$ cat src/rtl/control_juego_pkg.sv
// Shared game types and constants: FSM state encoding, level codes and the
// default timing thresholds used by the display and enemy blocks.
package juego_pkg;

  typedef enum logic [2:0] {
    IDLE,
    PLAYING,
    PAUSED,
    HIT_WAIT,
    WIN,
    GAME_OVER
  } estado_t;

  localparam logic [1:0] NIVEL_0 = 2'd0;
  localparam logic [1:0] NIVEL_1 = 2'd1;
  localparam logic [1:0] NIVEL_2 = 2'd2;
  localparam logic [1:0] NIVEL_3 = 2'd3;

  localparam int CLK_HZ_DEF    = 27000000;
  localparam int T_NIVEL2_DEF  = 60;
  localparam int T_NIVEL3_DEF  = 135;
  localparam int T_WIN_DEF     = 225;
  localparam int VIDAS_INI_DEF = 3;
  localparam int INV_SEG_DEF   = 2;

endpackage

$ cat src/rtl/control_juego_divisor_tick.sv
// Game-second prescaler: counts enabled clk cycles and emits a registered
// one-cycle tick on each wrap; the count is held while en is low.
module divisor_tick
  import juego_pkg::*;
#(
  parameter int CLK_HZ = CLK_HZ_DEF
) (
  input  logic clk,
  input  logic rst,
  input  logic en,
  input  logic clr,
  output logic tick
);

  localparam int CW = (CLK_HZ > 1) ? $clog2(CLK_HZ) : 1;

  logic [CW-1:0] cnt;

  always_ff @(posedge clk or posedge rst) begin
    if (rst) begin
      cnt  <= '0;
      tick <= 1'b0;
    end else if (clr) begin
      cnt  <= '0;
      tick <= 1'b0;
    end else if (en) begin
      if (cnt == CW'(CLK_HZ - 1)) begin
        cnt  <= '0;
        tick <= 1'b1;
      end else begin
        cnt  <= cnt + CW'(1);
        tick <= 1'b0;
      end
    end else begin
      tick <= 1'b0;
    end
  end

endmodule

$ cat src/rtl/control_juego.sv
// Round sequencer for the hero game: run/pause/hit/win/lose flow, elapsed
// seconds, difficulty level, lives and post-hit invulnerability.
module control_juego
  import juego_pkg::*;
#(
  parameter int CLK_HZ    = CLK_HZ_DEF,
  parameter int T_NIVEL2  = T_NIVEL2_DEF,
  parameter int T_NIVEL3  = T_NIVEL3_DEF,
  parameter int T_WIN     = T_WIN_DEF,
  parameter int VIDAS_INI = VIDAS_INI_DEF,
  parameter int INV_SEG   = INV_SEG_DEF
) (
  input  logic       clk,
  input  logic       rst,
  input  logic       start,
  input  logic       pausa,
  input  logic       golpe,
  output logic       jugando,
  output logic [7:0] segundos,
  output logic [1:0] nivel,
  output logic [1:0] vidas,
  output logic       tick_1s,
  output logic       nivel_up,
  output logic       win,
  output logic       game_over
);

  estado_t    estado;
  logic       tick;
  logic       en_div;
  logic       cuenta;
  logic       llega_win;
  logic [7:0] inv;
  logic [7:0] seg_sig;
  logic [1:0] nivel_sig;

  function automatic logic [1:0] nivel_de(input logic [7:0] s);
    if (s < 8'(T_NIVEL2)) return NIVEL_1;
    else if (s < 8'(T_NIVEL3)) return NIVEL_2;
    return NIVEL_3;
  endfunction

  assign en_div    = (estado == PLAYING) || (estado == HIT_WAIT);
  assign seg_sig   = segundos + 8'd1;
  assign nivel_sig = nivel_de(seg_sig);
  // A tick registered on the very edge that entered PAUSED is still a counted second.
  assign cuenta    = tick && (en_div || (estado == PAUSED));
  assign llega_win = cuenta && (seg_sig == 8'(T_WIN));
  assign tick_1s   = tick;

  divisor_tick #(.CLK_HZ(CLK_HZ)) u_div (
    .clk  (clk),
    .rst  (rst),
    .en   (en_div),
    .clr  (start),
    .tick (tick)
  );

  always_ff @(posedge clk or posedge rst) begin
    if (rst) begin
      estado    <= IDLE;
      segundos  <= 8'd0;
      nivel     <= NIVEL_0;
      vidas     <= 2'(VIDAS_INI);
      inv       <= 8'd0;
      jugando   <= 1'b0;
      nivel_up  <= 1'b0;
      win       <= 1'b0;
      game_over <= 1'b0;
    end else begin
      nivel_up <= 1'b0;
      if (start) begin
        estado    <= PLAYING;
        segundos  <= 8'd0;
        nivel     <= NIVEL_1;
        vidas     <= 2'(VIDAS_INI);
        inv       <= 8'd0;
        jugando   <= 1'b1;
        win       <= 1'b0;
        game_over <= 1'b0;
      end else if (llega_win) begin
        segundos <= seg_sig;
        nivel    <= nivel_sig;
        nivel_up <= (nivel_sig != nivel);
        estado   <= WIN;
        jugando  <= 1'b0;
        win      <= 1'b1;
      end else begin
        if (cuenta) begin
          segundos <= seg_sig;
          nivel    <= nivel_sig;
          nivel_up <= (nivel_sig != nivel);
        end
        // Hit outranks pause; HIT_WAIT and PAUSED are deaf to golpe.
        unique case (estado)
          PLAYING: begin
            if (golpe) begin
              if (vidas == 2'd1) begin
                vidas     <= 2'd0;
                estado    <= GAME_OVER;
                jugando   <= 1'b0;
                game_over <= 1'b1;
              end else begin
                vidas  <= vidas - 2'd1;
                inv    <= 8'(INV_SEG);
                estado <= HIT_WAIT;
              end
            end else if (pausa) begin
              estado  <= PAUSED;
              jugando <= 1'b0;
            end
          end
          HIT_WAIT: begin
            if (tick) begin
              inv <= inv - 8'd1;
              if (inv == 8'd1) estado <= PLAYING;
            end
          end
          PAUSED: begin
            if (pausa) begin
              estado  <= PLAYING;
              jugando <= 1'b1;
            end
          end
          default: ;
        endcase
      end
    end
  end

endmodule
$ cat config.mk
export PLATFORM = sky130hd
export DESIGN_NAME = control_juego
export DESIGN_NICKNAME = d
export VERILOG_FILES = /design/src/rtl/control_juego_pkg.sv /design/src/rtl/control_juego_divisor_tick.sv /design/src/rtl/control_juego.sv
export SDC_FILE = /design/constraint.sdc
export NUM_CORES = 1
export LEC_CHECK = 0
export CORE_MARGIN = 2
export CORE_UTILIZATION = 45
export DETAILED_ROUTE_END_ITERATION = 10
export PLACE_DENSITY = 0.71
export RECOVER_POWER = 50
export SETUP_SLACK_MARGIN = 0.5
export SYNTH_ARGS = -nofsm -noshare
export SYNTH_HDL_FRONTEND = slang
export SYNTH_SLANG_ARGS = --single-unit
$ cat constraint.sdc
create_clock -name clk -period 2.4 [get_ports clk]
set_input_delay 0.48 -clock clk [delete_from_list [all_inputs] [get_ports clk]]
set_output_delay 0.48 -clock clk [all_outputs]
set_load 0.02 [all_outputs]
After elaboration in Yosys (flattened, before gate mapping) --
Cells that the tools add are included.
Word-level totals: register bits 53, input port bits 5
Operators by class: add/subtract/negate cells 4, magnitude comparators 2, muxes and demuxes 54, reduce and logical (&&, ||, !) cells 18, equality and inequality tests 17
Operators by type and width (number):
- $mux W25 | 3
- $mux W8 | 8
- $add A25 B1 Y25 const B | 1
- $eq A25 B25 Y1 const B | 1
- $mux W3 | 8
- $mux W2 | 11
- $mux W1 | 21
- $pmux W8 S2 | 1
- $reduce_and A5 Y1 | 2
- $reduce_bool A2 Y1 | 5
- $pmux W3 S3 | 1
- $add A8 B1 Y8 const B | 1
- $eq A8 B1 Y1 const B | 1
- $eq A8 B8 Y1 const B | 1
- $lt A8 B6 Y1 const B | 1
- $lt A8 B8 Y1 const B | 1
- $ne A4 B3 Y1 const B | 2
- $reduce_and A4 Y1 | 2
- $sub A8 B1 Y8 const B | 1
- $eq A3 B2 Y1 const B | 2
- $ne A3 B3 Y1 const B | 2
- $reduce_bool A3 Y1 | 2
- $ne A5 B4 Y1 const B | 1
- $ne A5 B5 Y1 const B | 1
- other kinds (13) | 15

Longest topological paths before layout --
depth after elaboration 9, depth in mapped cells 9, depth with buffers taken out 8

Modules after synthesis --
From an unflattened synthesis, not the netlist that was laid out.
Second synthesis, totals: cells, all modules 381, area total of the unflattened synthesis 3419.5 um^2
Modules (own cells, without submodules):
- control_juego | cells each 210, area an instance 1860.5 um^2, instances 1, seq. area each 678.2 um^2
- divisor_tick | cells each 171, area an instance 1559.0 um^2, instances 1, seq. area each 650.6 um^2

Least setup slack after synthesis --
OpenSTA, ideal clock, no wires.
path kind flip-flop to flip-flop, start point register segundos[0], end point register inv[6], arrival time 2.115 ns, clock period less this slack 2.248 ns, cell stages (with the launch flop) 9, path slack 0.152 ns, path buffers 1, cell sequence dfrtp_1 ha_1 buf_2 or3b_1 a21oi_1 a31oi_2 nor3_4 nand2b_4 o41ai_2
On the way: cells in the longest elaborated chain, start to end 5
RTL lines:
- from (decl) | line control_juego.sv:19 | output logic [7:0] segundos,
- from (signal assigned) | line control_juego.sv:82 | segundos <= seg_sig;
- from (signal assigned) | line control_juego.sv:90 | segundos <= seg_sig;
- $add A8 B1 Y8 | line control_juego.sv:44 | assign seg_sig = segundos + 8'd1;
- $eq A8 B8 Y1 | line control_juego.sv:48 | assign llega_win = cuenta && (seg_sig == 8'(T_WIN));
- $logic_and A1 B1 Y1 | line control_juego.sv:48
- $ne A2 B2 Y1 (no source line)
- $reduce_and A5 Y1 (no source line)
- to (signal assigned) | line control_juego.sv:105 | inv <= 8'(INV_SEG);
- to (signal assigned) | line control_juego.sv:115 | inv <= inv - 8'd1;
- to (decl) | line control_juego.sv:33 | logic [7:0] inv;
No other way between the ends. A chain may end at the register's enable or synchronous reset.

Worst setup path after layout --
start point register segundos[1], end point register estado[2]
On the way: cells in the longest elaborated chain, start to end 5, elaborated cells on any way between the ends 11, classes of those cells 1 x add/sub; 5 x eq/ne; 2 x mux; 3 x reduce/logical
RTL lines:
- $add A8 B1 Y8 * | line control_juego.sv:44
- $eq A8 B8 Y1 * | line control_juego.sv:48
- $logic_and A1 B1 Y1 * | line control_juego.sv:48
- $ne A5 B5 Y1 (no source line) (tied with other cells)
- $reduce_and A5 Y1 (no source line) / $mux W3 (equally long branches)
- to (signal assigned) | line control_juego.sv:61 | estado <= IDLE;
- to (signal assigned) | line control_juego.sv:73 | estado <= PLAYING;
- to (signal assigned) | line control_juego.sv:85 | estado <= WIN;
- to (decl) | line control_juego.sv:28 | estado_t estado;
Every way passes the cells marked *; elsewhere a longest branch is shown, timed or not.

==> metrics.md <==
| Metric | Value |
|---|---|
| Status | finished clean |
| Final instance area | 4130 µm² |
| Mapped Nets | 360 |
| Final setup viols | 0 |
| Yosys top cell by area | dfrtp_1 |
| RSZ-0062 raised after global routing | yes |
| Critical path's slowest cell | dfrtp_2 |
| ANT nets after route | 0 |
| FF+latch count, synth | 53 |
| Yosys top cell area share | 0.400 |
| Max-slew headroom | 0.353 |
| Met2 wire length | 3800 µm |
| Nets | 413 |
| Primary FF master, synth | dfrtp_1 |
| Crit end category | flip-flop |
| Final wirelength | 7580 µm |
| Max-slew violations | 0 |
| Vias in the first global route | 2687 |
| First-pass GRT wire length | 12500 µm |
| Yosys warning total | 0 |
| P_leak | 1.79 nW |
| Peak VDD IR | 0.293 mV |
| Total number of vias | 2807 |
| Initial antenna violation count | 0 |
| Fmax | 484 MHz |
| I/O pin count | 22 |
| Area of the multi-input gates | 1990 µm² |
| Gr usage total | 0.200 |
| Mapped Area | 3190 µm² |
| Top-count cell post-synth | dfrtp_1 |
| CTS tree | built |
| Worst Hold Class | flip-flop to flip-flop |
| Max FO, Critical Path | 7 |
| DR pass1 iterations | 4 |
| Root Buffer Master | clkbuf_8 |
| DP Area | 3590 µm² |
| Reg2reg start | segundos[1]$_DFFE_PP0P_ |
| CTS Buf Count | 5 |
| Grt ovf | 0 |
| Placer congestion estimate | 0.876 |
| Synth top area cells | dfrtp_1, nor2_1, xor2_1 |
| ANT cells | 0 |
| Crit path launch type | flip-flop |
| Wirelength per Cell | 15.2 µm |
| Worst Setup Path Type | flip-flop to flip-flop |
| FF/Latch Area | 1340 µm² |
| Die width | 88.2 µm |
| Post-synthesis instance total | 348 |
| Initial core utilization | 0.467 |
| Initial drt markers | 237 |
| Placed wire-length estimate | 4810 µm |
| Layout area overhead | 29.3% |
| Unique masters post-synth | 63 |
| Critical Path, Cell by Cell | ha_4 -> or3b_1 -> a21oi_2 -> a31oi_4 -> nor3_4 -> buf_6 -> a311oi_1 -> nor3_1 |
| Crit path DAT | 2300 ps |
| Site Rows | 30 |
| Worst skew pair latency | 320 ps |
| Synth cell count leaders | dfrtp_1, nor2_1, nand2_1, a21oi_1, xor2_1 |
| Synth Area per Inst | 9.18 µm² |
| Share of post-route cells with drive strength above 1 | 0.281 |
| Metal-1 WL | 3420 µm |
| Asr flop ratio synth | 1.00 |
| Final hold vios | 0 |
| Biggest cell delay along the critical path | 460 ps |
| Uppermost routed layer | met4 |
| Final period utilization | 0.861 |
| Worst slew pin tran | 970 ps |
| H-Tree Depth | 2 |
| Largest net degree at the start of global routing | 30 |
| Port Buf Inserts | 21 |
| Max_cap viols | 0 |
| Met3 wire length | 272 µm |
| Hold path startpoint | game_over$_DFFE_PP0P_ |
| Fill cells | 560 |
| Setup TNS | 0 ps |
| Bufs on Longest Clock Path | 2 |
| Core area | 6830 µm² |
| Clock slew at reported path FFs | 110 ps |
| Worst Clk Skew | 16.3 ps |
| Pwr Density | 463 nW/µm² |
| Worst EP required | 2640 ps |
| Final min period | 2070 ps |
| EDFF count, synth | 0 |
| Via density | 5.64 |
| Die Height | 88.2 µm |
| Seq/Total Area, Yosys | 0.416 |
| # hold bufs at CTS | 0 |
| DIE AREA | 7790 µm² |
| DRC viols | 0 |
| Setup crit start | segundos[1]$_DFFE_PP0P_ |
| Clk sinks | 53 |
==> registers in the layout, summed over array words and instances, names as in the netlist <==
name        cells
estado          3
vidas           2
nivel           2
jugando         1
inv             8
u_div.tick      1
game_over       1
segundos        8
u_div.cnt      25
win             1
nivel_up        1
==> cell families after synthesis <==
kind of cell	after synthesis	synth area share
xor gates and xnor gates	29	0.0795
adders and majority gates	7	0.0274
buffers and inverters	29	0.0404
muxes	4	0.0129
and+or+nand+nor	161	0.265
AOI/OAI and AO/OA	65	0.158
DFF	53	0.416
==> metal layers <==
metal	vias to the layer above	GRT usage
li1	1343	-
met4	0	0.0551
met1	1391	0.269
met2	64	0.336
met3	9	0.0326
met5	-	0
==> repair_timing <==
action	4_1_cts	5_1_grt
pin swaps	18	13
setup buffers	19	6
gates resized for setup	49	26
setup endpoints to repair	46	40
==> critical path, delay by kind of cell (launching register included) <==
family,cells,cell delay [ps]
buffers and inverters,1,170
AO/OA/AOI/OAI,3,320
AND/OR/NAND/NOR,3,810
flip-flops,1,460
adder cells (fa/ha/maj),1,200
==> path summary, 6_finish.rpt <==
check | end | slack, ps | cells past startpoint
hold reg to reg | game_over$_DFFE_PP0P_ | 500 | 1
max in group asynchronous | u_div.cnt[0]$_DFFE_PP0P_ | 480 | 3
hold / removal | game_over$_DFFE_PP0P_ | 500 | 1
setup / recovery | estado[2]$_DFFE_PP0P_ | 330 | 8
setup reg to reg | estado[2]$_DFFE_PP0P_ | 330 | 8
min in group asynchronous | inv[7]$_DFFE_PP0P_ | 810 | 2
==> stage by stage <==
stage                     utilization  power, mW  worst slack (ps)  hold WS, ps  std cells
after floorplan                     -       1.23               248          448        348
after global placement          0.526       1.32              88.7          476        465
final                           0.605       1.91               335          503        498
after global routing            0.605       2.00               170          528        498
after CTS                       0.580       1.90               359          507        492
after detailed placement        0.526       1.33              3.43          478        465
==> cells in the final DEF, fill, tap and decap left out, types with 6 or more instances in the layout <==
master,netlist,layout
nor2_1,46,45
dfrtp_1,51,45
nand2_1,36,34
buf_4,0,33
xor2_1,17,17
a21oi_1,18,15
xnor2_1,12,12
nand4_1,10,10
nand3_1,11,10
clkdlybuf4s50_1,0,9
dlygate4sd2_1,0,9
inv_1,10,8
and3_1,8,8
buf_6,1,7
nor2b_1,6,6
o21ai_2,1,6
dfrtp_2,0,6
==> power breakdown <==
part	leakage [nW]	internal, mW	switching, mW
registers	0.703	0.933	0.0540
logic	1.05	0.178	0.223
clock network	0.0364	0.205	0.319
==> area by class of cell <==
type	count	area share
Clock inverter	3	0.00545
Multi-Input combinational cell	266	0.482
Inverter	10	0.00909
Clock buffer	5	0.0167
Timing Repair Buffer	65	0.134
Sequential cell	53	0.324
Tap cell	96	0.0291
No activity file was read; power rests on OpenSTA's default activity.
